--- src/rtl/xs3_to_bcd_decoder.sv ---
`default_nettype none
// ============================================================================
// Module   : xs3_to_bcd_decoder
// Purpose  : Converts a packed word of Excess-3 digits to packed BCD, one
//            digit per clock, with per-digit invalid-code flags and a
//            valid/ready handshake on both sides.
// Revision : 1.0  initial release
// ============================================================================
module xs3_to_bcd_decoder #(
  parameter int NDIGITS = 4
) (
  input  logic                   clk,
  input  logic                   rst_n,
  input  logic                   in_valid,
  output logic                   in_ready,
  input  logic [4*NDIGITS-1:0]   in_xs3,
  output logic                   out_valid,
  input  logic                   out_ready,
  output logic [4*NDIGITS-1:0]   out_bcd,
  output logic [NDIGITS-1:0]     out_err_mask,
  output logic                   out_err
);

  // Index width kept at least one bit so NDIGITS=1 still elaborates.
  localparam int IDXW = (NDIGITS > 1) ? $clog2(NDIGITS) : 1;
  localparam logic [IDXW-1:0] C_LAST_IDX = IDXW'(NDIGITS - 1);

  typedef enum logic [1:0] {
    ST_IDLE = 2'd0,
    ST_CONV = 2'd1,
    ST_DONE = 2'd2
  } state_t;

  state_t                 state_q,     state_d;
  logic [IDXW-1:0]        idx_q,       idx_d;
  logic [4*NDIGITS-1:0]   word_q,      word_d;
  logic [4*NDIGITS-1:0]   bcd_q,       bcd_d;
  logic [NDIGITS-1:0]     mask_q,      mask_d;
  logic                   err_q,       err_d;
  logic                   in_ready_q,  in_ready_d;
  logic                   out_valid_q, out_valid_d;

  logic [3:0]             w_cur_code;
  logic [3:0]             w_dig_bcd;
  logic                   w_dig_err;

  // Select the captured digit addressed by the current index.
  always_comb begin
    w_cur_code = 4'h0;
    for (int i = 0; i < NDIGITS; i++) begin
      if (idx_q == IDXW'(i)) begin
        w_cur_code = word_q[4*i +: 4];
      end
    end
  end

  // Single-digit decode: 3..12 map to 0..9, every other code is flagged.
  always_comb begin
    if ((w_cur_code >= 4'h3) && (w_cur_code <= 4'hC)) begin
      w_dig_bcd = w_cur_code - 4'h3;
      w_dig_err = 1'b0;
    end else begin
      w_dig_bcd = 4'hF;
      w_dig_err = 1'b1;
    end
  end

  // Next-state and next-output computation for the IDLE/CONV/DONE sequencer.
  always_comb begin
    state_d     = state_q;
    idx_d       = idx_q;
    word_d      = word_q;
    bcd_d       = bcd_q;
    mask_d      = mask_q;
    err_d       = err_q;
    in_ready_d  = in_ready_q;
    out_valid_d = out_valid_q;

    case (state_q)
      ST_IDLE: begin
        if (in_valid) begin
          word_d     = in_xs3;
          idx_d      = '0;
          bcd_d      = '0;
          mask_d     = '0;
          err_d      = 1'b0;
          in_ready_d = 1'b0;
          state_d    = ST_CONV;
        end
      end

      ST_CONV: begin
        // Write the decoded digit into its own lane; other lanes keep value.
        for (int i = 0; i < NDIGITS; i++) begin
          if (idx_q == IDXW'(i)) begin
            bcd_d[4*i +: 4] = w_dig_bcd;
            mask_d[i]       = w_dig_err;
          end
        end
        err_d = err_q | w_dig_err;
        if (idx_q == C_LAST_IDX) begin
          out_valid_d = 1'b1;
          state_d     = ST_DONE;
        end else begin
          idx_d = idx_q + IDXW'(1);
        end
      end

      ST_DONE: begin
        // in_ready stays low here, so a word offered in this cycle is ignored.
        if (out_ready) begin
          out_valid_d = 1'b0;
          in_ready_d  = 1'b1;
          state_d     = ST_IDLE;
        end
      end

      default: begin
        out_valid_d = 1'b0;
        in_ready_d  = 1'b1;
        state_d     = ST_IDLE;
      end
    endcase
  end

  // State and output registers; reset clears everything without a clock.
  always_ff @(posedge clk or negedge rst_n) begin
    if (!rst_n) begin
      state_q     <= ST_IDLE;
      idx_q       <= '0;
      word_q      <= '0;
      bcd_q       <= '0;
      mask_q      <= '0;
      err_q       <= 1'b0;
      in_ready_q  <= 1'b1;
      out_valid_q <= 1'b0;
    end else begin
      state_q     <= state_d;
      idx_q       <= idx_d;
      word_q      <= word_d;
      bcd_q       <= bcd_d;
      mask_q      <= mask_d;
      err_q       <= err_d;
      in_ready_q  <= in_ready_d;
      out_valid_q <= out_valid_d;
    end
  end

  assign in_ready     = in_ready_q;
  assign out_valid    = out_valid_q;
  assign out_bcd      = bcd_q;
  assign out_err_mask = mask_q;
  assign out_err      = err_q;

endmodule
`default_nettype wire
--- config.mk ---
export PLATFORM = sky130hd
export DESIGN_NAME = xs3_to_bcd_decoder
export DESIGN_NICKNAME = d
export VERILOG_FILES = /design/src/rtl/xs3_to_bcd_decoder.sv
export SDC_FILE = /design/constraint.sdc
export NUM_CORES = 1
export LEC_CHECK = 0
export ABC_AREA = 1
export ABC_CLOCK_PERIOD_IN_PS = 2300
export CAP_MARGIN = 20
export CORE_ASPECT_RATIO = 0.5
export CORE_UTILIZATION = 30
export CTS_CLUSTER_SIZE = 30
export DETAILED_ROUTE_END_ITERATION = 6
export PLACE_DENSITY_LB_ADDON = 0.12
export REMOVE_ABC_BUFFERS = 1
export SYNTH_ARGS = -nofsm -noshare
export SYNTH_HDL_FRONTEND = slang
export SYNTH_SLANG_ARGS = --single-unit
--- constraint.sdc ---
create_clock -name clk -period 2.3 [get_ports clk]
set_input_delay 0.46 -clock clk [delete_from_list [all_inputs] [get_ports clk]]
set_output_delay 0.46 -clock clk [all_outputs]
set_load 0.1 [all_outputs]
==> out/metrics.csv <==
metric;value;unit
outcome;finished clean;
Syn Area/Cell;8.14;µm²
crit-path max cell delay;0.40;ns
top-area cell type share of the netlist area;52.1;%
Final ANT Viol Nets;0;
starting DRC count in detailed routing;69;
fin crit period;2.09;ns
Final period util;90.9;%
Critical Path Fanout Max;8;
clock buffer count from CTS;5;
Hold Crit Class;primary input to asynchronous set/reset pin;
Worst Path Arrival;2.31;ns
slowest cell on the critical path;dfrtp_1;
crit-path leading delay family;simple AND/OR/NAND/NOR gates;
most common cell after layout, fill and taps aside;nand2_1;
commonest cells after routing, fill and taps aside;122 x nand2_1, 42 x dfrtp_1, 31 x buf_4;
Synth warnings;0;
ANT cells;0;
CP Buf/Inv Count;2;
H-tree depth;2;
final net count;326;
Synth Cell Area;0.00202;mm²
DPL Wire Length;3.47;mm
DR vias;1685;
Max Cap Viol;0;
setup_tns;0;ns
post-DR wirelength/cell;11.6;µm
vias in the first global route;1655;
I/O Buffers;42;
area of the core;0.00628;mm²
DRC viols;0;
WP data required;2.52;ns
Max Clk Rate;478;MHz
drt first pass iters;4;
Fin. Hold Viols;0;
Synth Instances;248;
layout cell share with drive strength beyond 1;20.9;%
area leader, netlist;dfrtp_1;
Final Max Tran Viols;0;
I/O pins;43;
Area growth, synth to finish;32.7;%
Crit. End Element;register;
GRT overflow;0;
Rel. slew slack;78.6;%
share of the yosys chip area belonging to registers;53.4;%
Worst Max-Slew Pin Slew;0.321;ns
Clock Tree Root;clkbuf_16;
global-route wire length before repair;7.56;mm
Sink Count;43;
vias per cell;4.33;
Clock Latency Late Sink;0.28;ns
RSZ-0062 raised after global routing;false;
clk_skew;0.00574;ns
worst-path cell chain;inv_1 -> ha_1 -> inv_2 -> nand3_1 -> a21oi_2 -> ha_1 -> nand3b_2 -> nand2_2 -> nand3_4 -> nand2_2 -> nand2_1 -> nand2_1;
Initial Util;32.1;%
GRT Total Usage;14.0;%
GPL Wtd Cong;0.792;
Fillers;647;
Max Buffers Root-to-Sink;2;
Setup Viol. Count Final;0;
Die Y;60.0;µm
CTS tree;done;
largest net degree at the start of global routing;19;
die area;0.00708;mm²
Netlist cell types;23;
chip width;118;µm
crit path launch type;register;
crit path kind;register to register;
# rows;20;
synth top area cells;dfrtp_1 52%, nand2_1 23%, ha_1 3.7%;
flop and latch count out of synthesis;43;
routed wire length;4.50;mm
initial antenna violation count;0;
Clock Pin Slew Worst Setup and Hold Paths;0.06;ns
[registers in the layout (all words and copies together), names as in the netlist]
register,cells
word_q,16
out_err,1
state_q,2
out_valid,1
out_err_mask,4
idx_q,2
in_ready,1
out_bcd,16
[final timing paths]
kind	start	end	slack (ns)	cells past startpoint
worst min register to register	word_q[3]	word_q[3]	0.48	2
max in group asynchronous	rst_n	word_q[0]	1.73	2
min in group clk	word_q[3]	word_q[3]	0.48	2
worst min-delay path	rst_n	state_q[1]	0.05	1
worst max register to register	idx_q[0]	out_bcd[2]	0.21	12
worst max-delay path	idx_q[0]	out_bcd[2]	0.21	12
[kinds of logic after synthesis]
kind of cell	Yosys count	synth area share, %
AO/OA/AOI/OAI	19	4.90
adder cells (fa/ha/maj)	6	3.72
buffers and inverters	27	5.89
flip-flops	43	53.4
AND/OR/NAND/NOR	153	32.1
[synth_stat cells, drive strengths merged]
| library cell | n |
|---|---|
| dfstp | 1 |
| nand2 | 130 |
| inv | 22 |
| nor2 | 11 |
| nand3 | 6 |
| clkbuf | 1 |
| a21oi | 9 |
| buf | 4 |
| ha | 6 |
| a22o | 1 |
| nand3b | 2 |
| nand4 | 4 |
| o21ai | 9 |
| dfrtp | 42 |
[cell type report]
type,instances,area (µm²),area share [%]
sequential,43,1080,40.2
multi-input combinational,178,835,31.2
tap,88,110,4.11
clock buffer,8,156,5.84
timing repair buffer,50,418,15.6
inverter,22,82.6,3.08
[per-stage QoR]
step / setup WS [ns] / hold WS (ns) / instance area, µm² / std cells / utilization (%)
floorplan: 0.419 / 0.164 / 1980 / 243 / -
global placement: 0.211 / 0.348 / 2510 / 381 / 40.0
detailed placement: 0.120 / 0.354 / 2510 / 381 / 40.0
CTS: 0.102 / 0.0525 / 2670 / 389 / 42.5
global route: 0.00599 / 0.0542 / 2680 / 389 / 42.6
finish: 0.210 / 0.0511 / 2680 / 389 / 42.6
[repair_timing]
action	4_1_cts	5_1_grt
hold buffers	0	0
endpoints found under the setup margin	0	17
resized for setup	0	4
buffers inserted	0	0
endpoints found under the hold margin	0	0
[metal layers]
layer	vias up	wire, µm	GRT usage (%)
li1	870	-	-
met1	782	2410	19.1
met2	27	1870	21.2
met3	6	164	4.10
met4	0	59	5.49
met5	-	0	0
Power is not shown: default switching activity piles up to over one toggle a cycle in this logic, so the estimate is an artifact.
